<file path="config.mk">
export PLATFORM = sky130hd
export DESIGN_NAME = signed_minmax_tracker
export DESIGN_NICKNAME = d
export VERILOG_FILES = /design/src/rtl/signed_minmax_tracker.sv
export SDC_FILE = /design/constraint.sdc
export NUM_CORES = 1
export LEC_CHECK = 0
export CORE_MARGIN = 2
export CORE_UTILIZATION = 50
export CTS_BUF_LIST = sky130_fd_sc_hd__clkbuf_4 sky130_fd_sc_hd__clkbuf_8
export DETAILED_ROUTE_END_ITERATION = 7
export HOLD_SLACK_MARGIN = 0.12
export PLACE_DENSITY = 0.81
export SETUP_SLACK_MARGIN = 0.15
export SLEW_MARGIN = 5
export SYNTH_ARGS = -nofsm -noshare
export SYNTH_HDL_FRONTEND = slang
export SYNTH_SLANG_ARGS = --single-unit
</file>
<file path="constraint.sdc">
create_clock -name clk -period 3.3 [get_ports clk]
set_input_delay 0.66 -clock clk [delete_from_list [all_inputs] [get_ports clk]]
set_output_delay 0.66 -clock clk [all_outputs]
set_load 0.02 [all_outputs]
</file>
<file path="src/rtl/signed_minmax_tracker.sv">
// signed_minmax_tracker
// Tracks the signed minimum and maximum of a framed sample stream, along with
// the index of each and the frame length, then presents one result per frame.
//
// Ports:
//   clk, rst_n        clock, asynchronous active-low reset
//   s_valid/s_ready   input handshake; a beat is s_valid && s_ready
//   s_data, s_last    signed sample and end-of-frame marker
//   m_valid/m_ready   result handshake
//   m_min, m_max      frame minimum / maximum (signed)
//   m_min_idx/_max_idx  0-based index of the reported min / max
//   m_count, m_sat    saturating sample count, set when the frame overflowed it
module signed_minmax_tracker #(
    parameter int unsigned DATA_W = 32,
    parameter int unsigned CNT_W  = 16
) (
    input  logic              clk,
    input  logic              rst_n,
    input  logic              s_valid,
    output logic              s_ready,
    input  logic [DATA_W-1:0] s_data,
    input  logic              s_last,
    output logic              m_valid,
    input  logic              m_ready,
    output logic [DATA_W-1:0] m_min,
    output logic [DATA_W-1:0] m_max,
    output logic [CNT_W-1:0]  m_min_idx,
    output logic [CNT_W-1:0]  m_max_idx,
    output logic [CNT_W-1:0]  m_count,
    output logic              m_sat
);

    typedef enum logic [1:0] {StIdle, StAccum, StHold} state_e;

    localparam logic [CNT_W-1:0] CntMax = '1;

    state_e            state_q, state_d;
    logic [DATA_W-1:0] min_q, min_d, max_q, max_d;
    logic [CNT_W-1:0]  min_idx_q, min_idx_d, max_idx_q, max_idx_d;
    logic [CNT_W-1:0]  cnt_q, cnt_d;
    logic              sat_q, sat_d;
    // Keeps s_ready low until the first clock edge after reset releases.
    logic              run_q;
    logic              beat;

    assign s_ready = run_q && (state_q != StHold);
    assign beat    = s_valid && s_ready;

    always_comb begin
        state_d   = state_q;
        min_d     = min_q;
        max_d     = max_q;
        min_idx_d = min_idx_q;
        max_idx_d = max_idx_q;
        cnt_d     = cnt_q;
        sat_d     = sat_q;
        unique case (state_q)
            StIdle: begin
                if (beat) begin
                    min_d     = s_data;
                    max_d     = s_data;
                    min_idx_d = '0;
                    max_idx_d = '0;
                    cnt_d     = CNT_W'(1);
                    sat_d     = 1'b0;
                    state_d   = s_last ? StHold : StAccum;
                end
            end
            StAccum: begin
                if (beat) begin
                    // Strict less-than keeps the earliest min; <= takes the latest max.
                    // The current count is this sample's index (pinned once saturated).
                    if ($signed(s_data) < $signed(min_q)) begin
                        min_d     = s_data;
                        min_idx_d = cnt_q;
                    end
                    if ($signed(max_q) <= $signed(s_data)) begin
                        max_d     = s_data;
                        max_idx_d = cnt_q;
                    end
                    if (cnt_q == CntMax) begin
                        sat_d = 1'b1;
                    end else begin
                        cnt_d = cnt_q + CNT_W'(1);
                    end
                    state_d = s_last ? StHold : StAccum;
                end
            end
            StHold: begin
                if (m_ready) begin
                    state_d = StIdle;
                end
            end
            default: state_d = StIdle;
        endcase
    end

    always_ff @(posedge clk or negedge rst_n) begin
        if (!rst_n) begin
            state_q   <= StIdle;
            run_q     <= 1'b0;
            min_q     <= '0;
            max_q     <= '0;
            min_idx_q <= '0;
            max_idx_q <= '0;
            cnt_q     <= '0;
            sat_q     <= 1'b0;
        end else begin
            state_q   <= state_d;
            run_q     <= 1'b1;
            min_q     <= min_d;
            max_q     <= max_d;
            min_idx_q <= min_idx_d;
            max_idx_q <= max_idx_d;
            cnt_q     <= cnt_d;
            sat_q     <= sat_d;
        end
    end

    assign m_valid   = (state_q == StHold);
    assign m_min     = min_q;
    assign m_max     = max_q;
    assign m_min_idx = min_idx_q;
    assign m_max_idx = max_idx_q;
    assign m_count   = cnt_q;
    assign m_sat     = sat_q;

endmodule

</file>
# Word-level counts from Yosys, hierarchy flattened
# Cells that the tools add are included.
[totals]
latch_bits = 0
mem_bits_rw = 0
register_bits = 116
mem_bits_ro = 0
mem_count = 0
[classes]
eq_ne = 12
order_cmp = 2
reduce_logical = 10
div_mod_pow = 0
muxes = 26
n_shift = 0
addsub = 1
mul = 0
n_bitwise = 0
[op_table]
columns = ["operator", "n"]
rows = [
  ["$mux 32", 5],
  ["$mux 16", 8],
  ["$pmux 32 s2", 2],
  ["$pmux 16 s2", 3],
  ["$le 32x32->1", 1],
  ["$lt 32x32->1", 1],
  ["$add 16x1->16 const B", 1],
  ["$eq 16x16->1 const B", 1],
  ["$reduce_and 4->1", 4],
  ["$ne 2x2->1 const B", 7],
  ["$mux 2", 3],
  ["$ne 2x1->1 const B", 2],
  ["$pmux 2 s2", 1],
  ["$mux 1", 3],
  ["$eq 2x1->1 const B", 1],
  ["$eq 2x2->1 const B", 1],
  ["$logic_and 1x1->1", 2],
  ["$logic_not 2->1", 1],
  ["$pmux 1 s2", 1],
  ["$reduce_and 2->1", 1],
  ["$reduce_bool 2->1", 1],
  ["$reduce_or 2->1", 1],
]

# Logic depth before layout (Yosys ltp)
# Gate-level depths: netlist of the first run.
[logic_depth]
word_depth = 5
depth_mapped = 11

# Worst setup path after synthesis of the first run
# Ideal clock, no wire load.
[synth_path]
kind = "input port to flip-flop"
from = "in s_data[15]"
to = "reg min_q[0] (netlist: m_min[0])"
path_slack_ns = 0.294
path_stages = 9
arrival_ns = 2.879
required_ns = 3.172
n_path_buf = 1
cell_sequence = "ha_1 > nand4_1 > or3_1 > or4_1 > a31oi_1 > mux2i_1 > nor3_2 > buf_2 > mux2_1"
[synth_via]
elab_chain_cells = 3
[synth_rtl]
columns = ["element", "line", "rtl"]
rows = [
  ["from (decl)", "21", "input logic [DATA_W-1:0] s_data,"],
  ["$lt 32x32->1", "73", "if ($signed(s_data) < $signed(min_q)) begin"],
  ["$ne 2x2->1 (no source line)", "-", ""],
  ["$reduce_and 4->1 (no source line)", "-", ""],
  ["to (signal assigned)", "111", "min_q <= min_d;"],
  ["to (decl)", "38", "logic [DATA_W-1:0] min_q, min_d, max_q, max_d;"],
]
# Every way passes these cells.
# A chain may end at the register's enable or synchronous reset.

# Final worst setup path of the first run
[layout_path]
from = "in s_data[27]"
to = "reg min_idx_q[8] (netlist: m_min_idx[8])"
[layout_via]
elab_chain_cells = 3
[layout_rtl]
columns = ["element", "line", "rtl"]
rows = [
  ["$lt 32x32->1", "73", ""],
  ["$ne 2x2->1 (no source line)", "-", ""],
  ["$reduce_and 4->1 (no source line)", "-", ""],
  ["to (signal assigned)", "113", "min_idx_q <= min_idx_d;"],
  ["to (decl)", "39", "logic [CNT_W-1:0] min_idx_q, min_idx_d, max_idx_q, max_idx_d;"],
]
# Every way passes these cells.

==> results.cfg, run 1 <==
[critical_path]
cpMaxStageDelayCell = clkdlybuf4s50_1
worst_ep_arrival_time_ps = 3440
max_stage_delay_ps = 430
path_class = in2reg
cp_cell_sequence = clkdlybuf4s50_1 -> buf_4 -> ha_1 -> buf_4 -> a21oi_1 -> o21a_1 -> a2bb2oi_1 -> o2111ai_1 -> mux2i_2 -> nor3_4 -> buf_4 -> buf_16 -> mux2_1
crit_path_max_fanout = 12
cp.buffers_inverters = 5
worstSetupEndpointType = flop
required_ps = 3630
cp_top_family = buffers and inverters
crit_path_start_kind = input port
path_common_cell = buf_4

[place]
numPortBuffers = 151
gp_congestion = 0.845
pre_cts_ws_ps = -395
hpwl_um = 12100
dp.cells = 939
place_area_sq_mm = 0.00851

[layout]
instances_no_fill = 981
area_growth_pct = 47.9
drive_above_1_share_pct = 22.8
final_area_sq_mm = 0.00926
diodes = 0
fin_nets = 901

[yosys]
async_flop_share_pct = 100
synth_cells = 563
ys_seq_area_share_pct = 46.4
netlist.area_leader.share_pct = 46.4
ys_warn_count = 0
synth_top_family_by_area = multiplexers
synth-xor-area-share_pct = 0
avgSynthCellArea_sq_um = 11.1
yosys.area.top_type = dfrtp_1
synth_area_leaders = dfrtp_1, ha_1, mux2_2
ys_ff_latch = 116
synth_fa_ha_area_share_pct = 12.8
ys_types = 46
synth-simple-area-share_pct = 9.37
mappedNetlistNets = 664
synth_compound_area_share_pct = 9.11
yosys-mux-area-fraction_pct = 17.0
synth_flop_cell = dfrtp_1
synth-edff-count = 0
synth_area_sq_mm = 0.00626

[global_route]
grt_usage_pct = 26.1
grt_pass1_vias = 5553
gr-total-overflow = 0
grt_max_degree = 67
grt_pass1_wl_um = 27000
antenna_found_initial = 0

[detailed_routing]
drtAntennaViolNets = 0
via_per_inst = 5.35
drtPass1Iterations = 4
drc_errors = 0
detail_route.wirelength_um = 17700
first_iter_violations = 306
post_drt_wl_per_cell_um = 18.1
vias = 5249

[clocking]
cts_made_buffers = 17
cts_hold_buffers = 0
clkTransAtPathRegs_ps = 70
htreeDepth = 4
clkSinkCount = 116
clock_path_buffers = 2
ctsRootBufferMaster = clkbuf_8
cts_tree = done
insertion_delay_ps = 450

[power]
p_int_w = 0.00386
total_power_w = 0.00605
p_per_area_mw_per_mm2 = 653
p_seq_share_pct = 33.4
p_sw_w = 0.00219
irDropWorstVdd_v = 0.000308
pwr-share-comb_pct = 44.7
clockPowerShare_pct = 21.9
p_leak_nw = 4.46
swShare_pct = 36.3

[sta]
hold_viol_final = 0
setup_ws_ps = 193
fin_crit_ps = 3110
fmax_mhz = 322
worst_pin_slew_ps = 704
maxSlewViolCount = 0
post-route-period-util_pct = 94.1
slew_headroom_pct = 53.0
finalSetupViolations = 0
hold_ws_ps = 258
finalClockSkew_ps = 7.37
rsz0062_at_grt = false

[floorplan]
ios = 152
die_h_um = 116
die-width_um = 116
dieArea_sq_mm = 0.0134
core-area_sq_mm = 0.0121
initial_core_util_pct = 51.7
rows = 40

[flow_run]
cap_violations = 0

[min_path]
hold_path.class = in2async

[run_status]
status = finished clean
==> area by class of cell <==
type	count	area, sq um
Clock inverter	9	104
Timing Repair Buffer	233	2300
Multi-Input combinational cell	365	3200
Sequential cell	116	2900
Inverter	67	251
Clock buffer	23	292
Tap cell	168	210
Fill cell	793	2850
==> final timing paths <==
check | startpoint | endpoint | slack (ps) | depth (start not counted)
setup / recovery | s_data[27] | m_min_idx[8]$_DFFE_PN0P_ | 190 | 13
hold / removal | rst_n | m_max[10]$_DFFE_PN0P_ | 260 | 1
setup reg to reg | m_min[9]$_DFFE_PN0P_ | m_min_idx[8]$_DFFE_PN0P_ | 320 | 11
hold reg to reg | m_min_idx[13]$_DFFE_PN0P_ | m_min_idx[13]$_DFFE_PN0P_ | 500 | 1
max in group asynchronous | rst_n | m_min_idx[3]$_DFFE_PN0P_ | 2240 | 2
min in group clk | m_min_idx[13]$_DFFE_PN0P_ | m_min_idx[13]$_DFFE_PN0P_ | 500 | 1
==> registers in the layout, summed over array words and instances (netlist names) <==
signal     flops
m_min         32
m_min_idx     16
m_max_idx     16
m_max         32
state_q        2
m_count       16
run_q          1
m_sat          1
==> metal layers <==
metal	wire [um]	global-route usage, %
met4	321	9.92
met1	7670	32.8
met5	0	0
met2	8780	43.3
met3	982	6.85
==> power by group through the flow <==
| stage | Combinational (W) | Clock [W] | Sequential, W |
|---|---|---|---|
| global route | 0.00293 | 0.00139 | 0.00205 |
| global placement | 0.00243 | 0 | 0.00201 |
| finish | 0.00271 | 0.00132 | 0.00202 |
| CTS | 0.00258 | 0.00134 | 0.00200 |
| detailed placement | 0.00251 | 0 | 0.00203 |
| floorplan | 0.000936 | 0 | 0.00235 |
==> synthesized netlist by cell type (all sizes together), types with 2 or more instances <==
master and instances:
a211oi 2, a21o 10, a21oi 25, a2bb2oi 2, and2 24, and3 4, and4 2, buf 10
clkbuf 5, dfrtp 116, ha 64, inv 67, mux2 66, mux2i 32, nand2 29, nand2b 3
nand3 9, nand4 10, nor2 14, nor2b 5, nor3 3, nor4 2, o21a 6, o21ai 25
o31ai 10, o41ai 3, or2 2, or4 2
==> through the flow <==
step | TNS (ps) | utilization, %
floorplan | 0 | -
global placement | -28390 | 70.2
detailed placement | -33800 | 70.2
CTS | 0 | 74.2
global route | 0 | 76.5
finish | 0 | 76.5
==> placed cells by master (no fill, tap or decap), types with 19 or more instances in the layout <==
| cell type | synthesis | layout |
|---|---|---|
| clkdlybuf4s50_1 | 0 | 138 |
| dfrtp_1 | 116 | 116 |
| buf_4 | 1 | 71 |
| inv_1 | 67 | 66 |
| ha_1 | 64 | 56 |
| mux2_2 | 49 | 49 |
| mux2i_1 | 32 | 31 |
| nand2_1 | 29 | 29 |
| a21oi_1 | 25 | 25 |
| and2_1 | 24 | 24 |
| o21ai_0 | 21 | 19 |
| clkbuf_8 | 0 | 19 |
==> cells by family after synthesis <==
family,Yosys count
fa+ha+maj,64
compound gates,91
simple gates,111
mux,98
other cells,1
buf+inv,82
flops,116
==> what timing repair did <==
item                                   CTS  global route
endpoints found under the hold margin    0             0
gates resized for setup                 10            24
pin swaps                                9            13
setup endpoints to repair               93            96
gates cloned                             1             6
setup buffers                            2             1
No activity file was read; power rests on OpenSTA's default activity.
==> run 2: changes to the inputs <==
- CORE_MARGIN: 2 -> default
- SKIP_LAST_GASP: default -> 1
==> results.cfg, run 2 (same netlist as run 1, synthesis figures left out) <==
[critical_path]
path_class = in2reg
cp_top_family = buffers and inverters
crit_path_start_kind = input port
crit_path_max_fanout = 6
worst_ep_arrival_time_ps = 3510
cpMaxStageDelayCell = clkdlybuf4s50_1
cp.buffers_inverters = 6
worstSetupEndpointType = flop
cp_cell_sequence = clkdlybuf4s50_1 -> inv_1 -> ha_1 -> nand4_1 -> nor4_4 -> buf_4 -> nand3_1 -> o21ai_1 -> o21ai_1 -> buf_4 -> o21ai_4 -> buf_12 -> clkbuf_16 -> mux2_2
cp.depth = 14
reg2reg_depth = 11
max_stage_delay_ps = 520
required_ps = 3620

[clocking]
cts_tree = done
insertion_delay_ps = 440
htreeDepth = 4
cts_hold_buffers = 0
clkSinkCount = 116
clkTransAtPathRegs_ps = 70
cts_made_buffers = 17
clock_path_buffers = 2
ctsRootBufferMaster = clkbuf_8

[layout]
final_cell_mix = clkdlybuf4s50_1, dfrtp_1, buf_4
multi_input_area_sq_mm = 0.00325
final_area_sq_mm = 0.00928
fin_nets = 904
instances_no_fill = 983
area_growth_pct = 48.1
regArea_sq_mm = 0.00290
final_util_pct = 76.6
num-fill-cells = 782
layout_commonest_cell = clkdlybuf4s50_1
drive_above_1_share_pct = 24.4
diodes = 0

[power]
clockPowerShare_pct = 20.1
p_sw_w = 0.00222
irDropWorstVdd_v = 0.000328
pwr-share-comb_pct = 46.4
p_int_w = 0.00381
swShare_pct = 36.8
p_seq_share_pct = 33.5
p_per_area_mw_per_mm2 = 649
p_leak_nw = 4.45

[flow_run]
cap_violations = 0

[floorplan]
rows = 40
initial_core_util_pct = 51.7
die-width_um = 114
ios = 152
dieArea_sq_mm = 0.0130
core-area_sq_mm = 0.0121
die_h_um = 114

[global_route]
grt_usage_pct = 27.7
grt_pass1_vias = 5578
antenna_found_initial = 0
grt_max_degree = 68
gr-total-overflow = 0
grt_pass1_wl_um = 27500

[sta]
fmax_mhz = 313
hold_viol_final = 0
worst_pin_slew_ps = 694
post-route-period-util_pct = 96.7
rsz0062_at_grt = false
finalClockSkew_ps = 11.9
finalSetupViolations = 0
fin_crit_ps = 3190
maxSlewViolCount = 0
hold_ws_ps = 252
slew_headroom_pct = 53.8

[detailed_routing]
drc_errors = 0
drtAntennaViolNets = 0
via_per_inst = 5.51
vias = 5417
detail_route.wirelength_um = 18700
first_iter_violations = 291
post_drt_wl_per_cell_um = 19.0
drtPass1Iterations = 4

[min_path]
hold_path.class = in2async

[place]
gp_congestion = 0.896
place_area_sq_mm = 0.00851
numPortBuffers = 151
dp.cells = 940
hpwl_um = 12100

[run_status]
status = finished clean
run 2: cell types whose count changed in the layout (fill, tap and decap cells not counted), sizes merged, moves of 2 or more:
cell | before | now
clkdlybuf4s15 | 0 | 3
clkbuf | 27 | 29
clkinvlp | 2 | 0
dlygate4sd2 | 4 | 2
buf | 79 | 83
run 2: metrics by stage:
step                      TNS (ps)  setup slack (ps)  power, W
after CTS                        0               133   0.00581
final                            0               110   0.00602
after global placement      -30170              -339   0.00443
after global routing             0              43.9   0.00633
after detailed placement    -32700              -392   0.00453
after floorplan                  0               294   0.00328
run 2: path summary, 6_finish.rpt:
check,start,slack (ps),end
max in group asynchronous,rst_n,2250,m_max_idx[2]$_DFFE_PN0P_
setup reg to reg,m_min[8]$_DFFE_PN0P_,240,m_min[14]$_DFFE_PN0P_
setup / recovery,s_data[26],110,m_max[25]$_DFFE_PN0P_
hold reg to reg,m_min_idx[13]$_DFFE_PN0P_,490,m_min_idx[13]$_DFFE_PN0P_
min in group clk,m_min_idx[13]$_DFFE_PN0P_,490,m_min_idx[13]$_DFFE_PN0P_
hold / removal,rst_n,250,m_min[9]$_DFFE_PN0P_
run 2: repair_timing:
action / 4_1_cts / 5_1_grt
pin swaps: 6 / 18
gates cloned: 2 / 6
resized for setup: 14 / 44
setup buffers: 0 / 4
endpoints found under the setup margin: 95 / 96
run 2: per-layer routing:
layer | GRT usage (%) | vias to the layer above | wire, um
met1 | 34.0 | 2634 | 7700
met4 | 10.6 | 0 | 609
met3 | 7.97 | 56 | 1340
li1 | - | 2473 | -
met2 | 46.4 | 254 | 9010
met5 | 0 | - | 0
run 2: worst register-to-register path, stage by stage, from the launching register on:
cell and delay [ps]:
dfrtp_1 380, inv_2 60, ha_1 310, nand4_1 130, or3_4 400, or4_4 430, a31oi_4 190, mux2i_2 110
nor3_4 330, buf_6 230, buf_12 160, mux2i_2 240
run 2: layout make-up:
cell class,instances,area share [%]
multi-input cells,365,35.1
flip-flops and latches,116,31.3
repair buffers,236,24.8
clock buffers,25,3.24
inverters,67,2.71
well taps,168,2.27
clock inverters,6,0.593
run 2: power groups by stage:
stage / registers [W] / logic (W) / clock network (W)
global route: 0.00204 / 0.00299 / 0.00129
finish: 0.00201 / 0.00280 / 0.00121
CTS: 0.00199 / 0.00259 / 0.00123
global placement: 0.00200 / 0.00243 / 0
floorplan: 0.00235 / 0.000936 / 0
detailed placement: 0.00202 / 0.00252 / 0
==> run 3: changes to the inputs <==
- CAP_MARGIN: default -> 30
==> results of run 3 <==
No change in the layout: final DEF, timing and power equal those of run 2.
